===== config.mk =====
export PLATFORM = sky130hd
export DESIGN_NAME = program_loader_flat
export DESIGN_NICKNAME = d
export VERILOG_FILES = /design/src/rtl/program_loader_pkg.sv /design/src/rtl/program_loader_if.sv /design/src/rtl/program_loader_hold_timer.sv /design/src/rtl/program_loader.sv /design/src/flat_wrapper.sv
export SDC_FILE = /design/constraint.sdc
export NUM_CORES = 1
export LEC_CHECK = 0
export CAP_MARGIN = 30
export CORE_AREA = 2 2 102 104
export CTS_CLUSTER_SIZE = 20
export DETAILED_ROUTE_END_ITERATION = 10
export DIE_AREA = 0 0 104 106
export SETUP_SLACK_MARGIN = 0.5
export SYNTH_ARGS = -nofsm -noshare
export SYNTH_HDL_FRONTEND = slang
export SYNTH_SLANG_ARGS = --single-unit
export TNS_END_PERCENT = 20

===== constraint.sdc =====
create_clock -name i_clk -period 4.1 [get_ports i_clk]
set_input_delay 1.025 -clock i_clk [delete_from_list [all_inputs] [get_ports i_clk]]
set_output_delay 1.025 -clock i_clk [all_outputs]
set_load 0.1 [all_outputs]

===== src/rtl/program_loader_pkg.sv =====
// Shared types for the program loader: FSM state encoding, the registered
// handshake-output bundle and the per-state decode of that bundle.
package program_loader_pkg;

  // Cycles each handshake level (setup, strobe high, release low) is held.
  localparam int unsigned HoldCyclesDefault = 2;

  typedef enum logic [3:0] {
    StIdle      = 4'd0,
    StGetByte   = 4'd1,
    StAddrSet   = 4'd2,
    StAddrPulse = 4'd3,
    StAddrRel   = 4'd4,
    StDataSet   = 4'd5,
    StDataPulse = 4'd6,
    StDataRel   = 4'd7,
    StExecWait  = 4'd8,
    StExecPulse = 4'd9,
    StExecRel   = 4'd10,
    StRun       = 4'd11,
    StInGet     = 4'd12,
    StInSet     = 4'd13,
    StInPulse   = 4'd14,
    StInRel     = 4'd15
  } ldr_state_e;

  typedef struct packed {
    logic rx_ready;
    logic load_addr;
    logic load_data;
    logic execute;
    logic input_taken;
  } ldr_ctrl_t;

  // Level outputs belonging to a state; registered from the next state so
  // they change on the same edge as the state and never glitch.
  function automatic ldr_ctrl_t ctrl_for(ldr_state_e st);
    ldr_ctrl_t c;
    c = '0;
    case (st)
      StIdle, StGetByte, StInGet: c.rx_ready    = 1'b1;
      StAddrPulse:                c.load_addr   = 1'b1;
      StDataPulse:                c.load_data   = 1'b1;
      StExecPulse:                c.execute     = 1'b1;
      StInPulse:                  c.input_taken = 1'b1;
      default:                    c           = '0;
    endcase
    return c;
  endfunction

endpackage


===== src/rtl/program_loader_if.sv =====
// Stream input plus cpu button-style handshake bundle.
//   rx_valid/rx_data/rx_ready : byte stream (transfer = valid & ready)
//   cpu_waiting/cpu_take      : cpu status (o_waiting / o_take_input)
//   load_addr/load_data/execute/input_taken/data_in : drives to cpu
// master = loader side, slave = stream source / cpu side.
interface program_loader_if;
  logic       rx_valid;
  logic [7:0] rx_data;
  logic       rx_ready;
  logic       cpu_waiting;
  logic       cpu_take;
  logic       load_addr;
  logic       load_data;
  logic       execute;
  logic       input_taken;
  logic [7:0] data_in;

  modport master (
    input  rx_valid, rx_data, cpu_waiting, cpu_take,
    output rx_ready, load_addr, load_data, execute, input_taken, data_in
  );

  modport slave (
    output rx_valid, rx_data, cpu_waiting, cpu_take,
    input  rx_ready, load_addr, load_data, execute, input_taken, data_in
  );
endinterface


===== src/rtl/program_loader_hold_timer.sv =====
// Hold timer: measures how long the current interval has lasted.
//   i_clk, i_reset : clock, synchronous active-high reset
//   i_start        : high in the first cycle of a new interval
//   o_done         : high in the HoldCycles-th cycle of the interval
module program_loader_hold_timer #(
  parameter int unsigned HoldCycles = 2
) (
  input  logic i_clk,
  input  logic i_reset,
  input  logic i_start,
  output logic o_done
);

  localparam logic [15:0] HoldCnt = 16'(HoldCycles);

  logic [15:0] count_q;
  logic [15:0] elapsed;

  // Cycles elapsed including the current one; saturates during long waits.
  always_comb begin
    if (i_start) begin
      elapsed = 16'd1;
    end else if (count_q == 16'hffff) begin
      elapsed = count_q;
    end else begin
      elapsed = count_q + 16'd1;
    end
  end

  assign o_done = (elapsed >= HoldCnt);

  always_ff @(posedge i_clk) begin
    if (i_reset) begin
      count_q <= '0;
    end else begin
      count_q <= elapsed;
    end
  end

endmodule


===== src/rtl/program_loader.sv =====
// Program loader: turns a byte stream (length N, N program bytes, then WRIM
// input bytes) into cpu load/execute/input handshakes, and re-arms on HALT.
//   i_clk, i_reset : clock shared with cpu, synchronous active-high reset
//   bus            : stream + cpu handshake bundle (master side)
//   o_busy         : high in every state except idle
//   o_halted       : one-cycle pulse when a run ends on HALT
module program_loader import program_loader_pkg::*; #(
  parameter int unsigned HoldCycles = HoldCyclesDefault
) (
  input  logic             i_clk,
  input  logic             i_reset,
  program_loader_if.master bus,
  output logic             o_busy,
  output logic             o_halted
);

  ldr_state_e state_q, state_d;
  ldr_ctrl_t  ctrl_q;
  logic [7:0] addr_q, addr_d, len_q, len_d, byte_q, byte_d, data_q, data_d;
  logic [7:0] addr_inc;
  logic [1:0] age_q, age_d;
  logic       start_q, start_d, halted_q, halted_d;
  logic       hold_done, xfer, addr_ok;

  assign xfer     = bus.rx_valid & ctrl_q.rx_ready;
  // cpu idling without an input request: address-load mode, or HALT in a run.
  assign addr_ok  = bus.cpu_waiting & ~bus.cpu_take;
  assign addr_inc = addr_q + 8'd1;

  program_loader_hold_timer #(
    .HoldCycles(HoldCycles)
  ) u_hold_timer (
    .i_clk  (i_clk),
    .i_reset(i_reset),
    .i_start(start_q),
    .o_done (hold_done)
  );

  always_comb begin
    state_d  = state_q;
    addr_d   = addr_q;
    len_d    = len_q;
    byte_d   = byte_q;
    data_d   = data_q;
    halted_d = 1'b0;
    unique case (state_q)
      StIdle: if (xfer) begin
        len_d   = bus.rx_data;
        addr_d  = 8'd0;
        state_d = (bus.rx_data == 8'd0) ? StExecWait : StGetByte;
      end
      StGetByte: if (xfer) begin
        byte_d  = bus.rx_data;
        data_d  = addr_q;
        state_d = StAddrSet;
      end
      StAddrSet:   if (addr_ok && hold_done) state_d = StAddrPulse;
      StAddrPulse: if (hold_done) state_d = StAddrRel;
      StAddrRel: if (hold_done) begin
        data_d  = byte_q;
        state_d = StDataSet;
      end
      StDataSet:   if (hold_done) state_d = StDataPulse;
      StDataPulse: if (hold_done) state_d = StDataRel;
      StDataRel: if (hold_done) begin
        addr_d  = addr_inc;
        state_d = (addr_inc == len_q) ? StExecWait : StGetByte;
      end
      StExecWait:  if (bus.cpu_waiting) state_d = StExecPulse;
      StExecPulse: if (hold_done) state_d = StExecRel;
      StExecRel:   if (hold_done) state_d = StRun;
      StRun: begin
        if (bus.cpu_waiting && bus.cpu_take) begin
          state_d = StInGet;
        end else if (addr_ok && (age_q == 2'd2)) begin
          halted_d = 1'b1;
          state_d  = StIdle;
        end
      end
      StInGet: if (xfer) begin
        data_d  = bus.rx_data;
        state_d = StInSet;
      end
      StInSet:   if (hold_done) state_d = StInPulse;
      StInPulse: if (hold_done) state_d = StInRel;
      StInRel:   if (hold_done) state_d = StRun;
      default:   state_d = StIdle;
    endcase

    // Restart the hold interval on every state change; in address setup it
    // only starts counting once the cpu is ready for an address.
    start_d = (state_d != state_q) || ((state_q == StAddrSet) && !addr_ok);

    // Run age masks HALT for the first two cycles after entering a run.
    if ((state_d != StRun) || (state_q != StRun)) begin
      age_d = 2'd0;
    end else if (age_q == 2'd2) begin
      age_d = age_q;
    end else begin
      age_d = age_q + 2'd1;
    end
  end

  always_ff @(posedge i_clk) begin
    if (i_reset) begin
      state_q  <= StIdle;
      ctrl_q   <= '0;
      addr_q   <= '0;
      len_q    <= '0;
      byte_q   <= '0;
      data_q   <= '0;
      age_q    <= '0;
      start_q  <= 1'b0;
      halted_q <= 1'b0;
    end else begin
      state_q  <= state_d;
      ctrl_q   <= ctrl_for(state_d);
      addr_q   <= addr_d;
      len_q    <= len_d;
      byte_q   <= byte_d;
      data_q   <= data_d;
      age_q    <= age_d;
      start_q  <= start_d;
      halted_q <= halted_d;
    end
  end

  assign bus.rx_ready    = ctrl_q.rx_ready;
  assign bus.load_addr   = ctrl_q.load_addr;
  assign bus.load_data   = ctrl_q.load_data;
  assign bus.execute     = ctrl_q.execute;
  assign bus.input_taken = ctrl_q.input_taken;
  assign bus.data_in     = data_q;
  assign o_busy          = (state_q != StIdle);
  assign o_halted        = halted_q;

endmodule


===== src/flat_wrapper.sv =====
// flat-port wrapper written by rule: the top's interface ports become plain ports
module program_loader_flat import program_loader_pkg::*;
#(
  parameter int unsigned HoldCycles = HoldCyclesDefault
)
  (i_clk, i_reset, o_busy, o_halted, bus_rx_valid, bus_rx_data, bus_cpu_waiting, bus_cpu_take, bus_rx_ready, bus_load_addr, bus_load_data, bus_execute, bus_input_taken, bus_data_in);
  program_loader_if bus_i ();
  input  logic i_clk;
  input  logic i_reset;
  output logic o_busy;
  output logic o_halted;
  input wire logic [$bits(bus_i.rx_valid)-1:0] bus_rx_valid;
  input wire logic [$bits(bus_i.rx_data)-1:0] bus_rx_data;
  input wire logic [$bits(bus_i.cpu_waiting)-1:0] bus_cpu_waiting;
  input wire logic [$bits(bus_i.cpu_take)-1:0] bus_cpu_take;
  output wire logic [$bits(bus_i.rx_ready)-1:0] bus_rx_ready;
  output wire logic [$bits(bus_i.load_addr)-1:0] bus_load_addr;
  output wire logic [$bits(bus_i.load_data)-1:0] bus_load_data;
  output wire logic [$bits(bus_i.execute)-1:0] bus_execute;
  output wire logic [$bits(bus_i.input_taken)-1:0] bus_input_taken;
  output wire logic [$bits(bus_i.data_in)-1:0] bus_data_in;
  assign bus_i.rx_valid = bus_rx_valid;
  assign bus_i.rx_data = bus_rx_data;
  assign bus_i.cpu_waiting = bus_cpu_waiting;
  assign bus_i.cpu_take = bus_cpu_take;
  assign bus_rx_ready = bus_i.rx_ready;
  assign bus_load_addr = bus_i.load_addr;
  assign bus_load_data = bus_i.load_data;
  assign bus_execute = bus_i.execute;
  assign bus_input_taken = bus_i.input_taken;
  assign bus_data_in = bus_i.data_in;
  program_loader #(.HoldCycles(HoldCycles)) u_core (.i_clk(i_clk), .i_reset(i_reset), .bus(bus_i), .o_busy(o_busy), .o_halted(o_halted));
endmodule

==> run summary <==
Run status: completed
GR Util All Layers: 15.4%
Hold Path Origin: u_core.bus.data_in[4]
DRT Wirelength: 8.09 mm
Leak pwr: 1.40 nW
Post-Synthesis Cells: 424
Nets: 461
WL/cell: 13.8 microns
Final Core Density: 40.1%
Hold Path Cell Cnt: 2
CTS sink cnt: 61
HPWL Detailed: 5.74 mm
PortBufs: 27
Setup TNS: 0 ns
# DRC: 0
Clock latency on the worst-skew pair: 0.34 ns
Syn_area_per_cell: 7.97 sq um
Hold Crit Endpoint: u_core.bus.data_in[4]
Crit path time final: 3.38 ns
TritonCTS clock tree: built
Initial antenna violation count: 0
Synth cell types: 58
Routability Congestion: 0.914
Ant. Diodes: 0
Via density: 5.26
Register area share after synthesis: 36.1%
Post-synth top area cell: dfxtp_1
Slew Viols, Final: 0
Dominant cells by area after synthesis: dfxtp_1, nor2_1, mux2i_1
Number of global-route vias before repair: 2,886
Number of synthesized flops with an enable pin: 0
Pwr Density: 471 nW/um^2
Worst r2r path cells: 10
Least-Margin Pin Slew: 1.01 ns
Via Count: 3,078
Nature of the critical path endpoint: flop
Min Hold Slack: 0.455 ns
Longest Clk Path Bufs: 2
Mapped Area: 3380 sq um
Die height: 106 microns
Final Cycle Share: 82.4%
Standard-cell row count: 37
Critical path arrival: 3.63 ns
Reg-to-reg endpoint: u_core.bus.input_taken
Hold-fix buffers at CTS: 0
Clock slew seen by the registers of the worst setup and hold paths: 0.07 ns
Iteration count of the initial detailed-routing pass: 4
CORE AREA: 10000 sq um
Yosys warns: 0
Clock Skews: 0.0129 ns
GR Overflow Total: 0
Clk Tree Root Cell: clkbuf_8
Layout cells sized above 1: 8.24%
Final setup vio count: 0
Critical path type: in2reg
Max Fanout on Critical Path: 5
P&R area growth vs syn: 18.7%
Global-route wire length before repair: 13.8 mm
DRT iter0 DRCs: 185
Htree depth: 3
Synth top cells by count: dfxtp_1, nor2_1, nand2_1
RSZ-0062 raised after global routing: no
Yosys top cell area share: 36.1%
Hold Vio Cnt, Final: 0
Fmax: 296 MHz
Rel. slew slack: 32.7%
Post-DRT Antenna Nets: 0
IO Pins: 28
Die width: 104 microns
FF-to-FF Start: u_core.u_hold_timer.count_q[0]
Count leader, synth: dfxtp_1
VDD IR-drop max: 0.000623 V
Flop2flop setup slack: 0.81 ns
Startpoint types: input pin
# fillers: 1,057
Hold WC Path Type: reg2reg
Syn Nets: 440
Primary FF master, synth: dfxtp_1
CTS Buf Count: 9
Largest net degree at the start of global routing: 42
Die area: 11,000 sq um
Data required, critical path: 4.36 ns
Starting Density: 33.8%
Max-cap violation count: 0
Async SR Flop Fraction: 0%
FF+latch count, synth: 61
[metal layers]
layer	track usage (%)	up-vias	share of wire [%]
met1	20.6	1449	49
met3	3.86	11	4.0
met5	0	-	0
met2	23.8	57	45
li1	-	1561	-
met4	6.37	0	1.8
[final cells by class]
class / instances / area [sq um] / share of cell area (%)
flip-flops and latches: 61 / 1220 / 30.4
clock buffers: 12 / 165 / 4.12
inverters: 10 / 37.5 / 0.935
multi-input cells: 332 / 2050 / 51.2
clock inverters: 3 / 67.6 / 1.68
well taps: 136 / 170 / 4.24
repair buffers: 31 / 298 / 7.42
[worst max-delay path by stage]
stage	from	end	slack, ns	cells after the start
after global routing	u_core.u_hold_timer.count_q[0]	u_core.bus.data_in[7]	0.55	10
after detailed placement	bus_rx_data[4]	u_core.bus.rx_ready	0.43	9
after global placement	bus_rx_data[4]	u_core.bus.rx_ready	0.53	9
final	bus_rx_data[4]	u_core.bus.rx_ready	0.72	9
after floorplan	u_core.bus.rx_ready	u_core.bus.input_taken	1.24	8
after CTS	u_core.addr_q[0]	u_core.bus.rx_ready	0.67	9
[critical path, cell delays in order]
cell and delay, ns:
clkdlybuf4s50_1 0.46, nor4_1 0.46, nand2_1 0.14, a22oi_1 0.20, o221ai_1 0.25, a211oi_1 0.31
mux2i_1 0.17, or3b_1 0.41, a211oi_2 0.22
[cells by family after synthesis]
| group | count (synthesis) | share of synthesized area [%] |
|---|---|---|
| simple gates | 189 | 28.4 |
| flops | 61 | 36.1 |
| fa+ha+maj | 3 | 1.11 |
| buf+inv | 31 | 3.63 |
| mux | 21 | 6.22 |
| xor+xnor | 22 | 5.70 |
| compound gates | 97 | 18.8 |
[timing repair]
| action | 4_1_cts | 5_1_grt |
|---|---|---|
| resized for setup | 0 | 2 |
| buffers inserted | 0 | 0 |
| endpoints found under the setup margin | 0 | 5 |
[report_power, final]
part	internal (mW)	switching [mW]	total (mW)
clock network	0.389	0.243	0.633
logic	0.191	0.351	0.543
registers	0.635	0.0816	0.716
total	1.22	0.676	1.89
[flip-flops by register name, summed over array words and instances (netlist names)]
name	count
u_core.start_q	1
u_core.state_q	4
u_core.bus.load_addr	1
u_core.addr_q	8
u_core.o_halted	1
u_core.u_hold_timer.count_q	16
u_core.byte_q	8
u_core.bus.load_data	1
u_core.age_q	2
u_core.bus.execute	1
u_core.bus.data_in	8
u_core.len_q	8
u_core.bus.rx_ready	1
u_core.bus.input_taken	1
[layout by cell type, fill, tap and decap left out, drive strengths merged, types with 8 or more instances in the layout]
cell type and n:
o21ai 21, mux2i 21, clkdlybuf4s50 26, nor3 12
dfxtp 61, a211o 9, a21oi 34, inv 10
xnor2 14, nand3 15, nor4 9, clkbuf 12
nor2 58, nand2 52, xor2 8
[through the flow]
step,worst slack (ns),std cells,instance area (sq um),total power [mW]
after detailed placement,0.428,570,3770,1.27
after CTS,0.674,585,4000,1.91
final,0.723,585,4010,1.89
after floorplan,1.24,424,3380,1.13
after global placement,0.531,570,3770,1.26
after global routing,0.545,585,4010,2.00
Note: power is estimated with default switching activity, not from simulation.
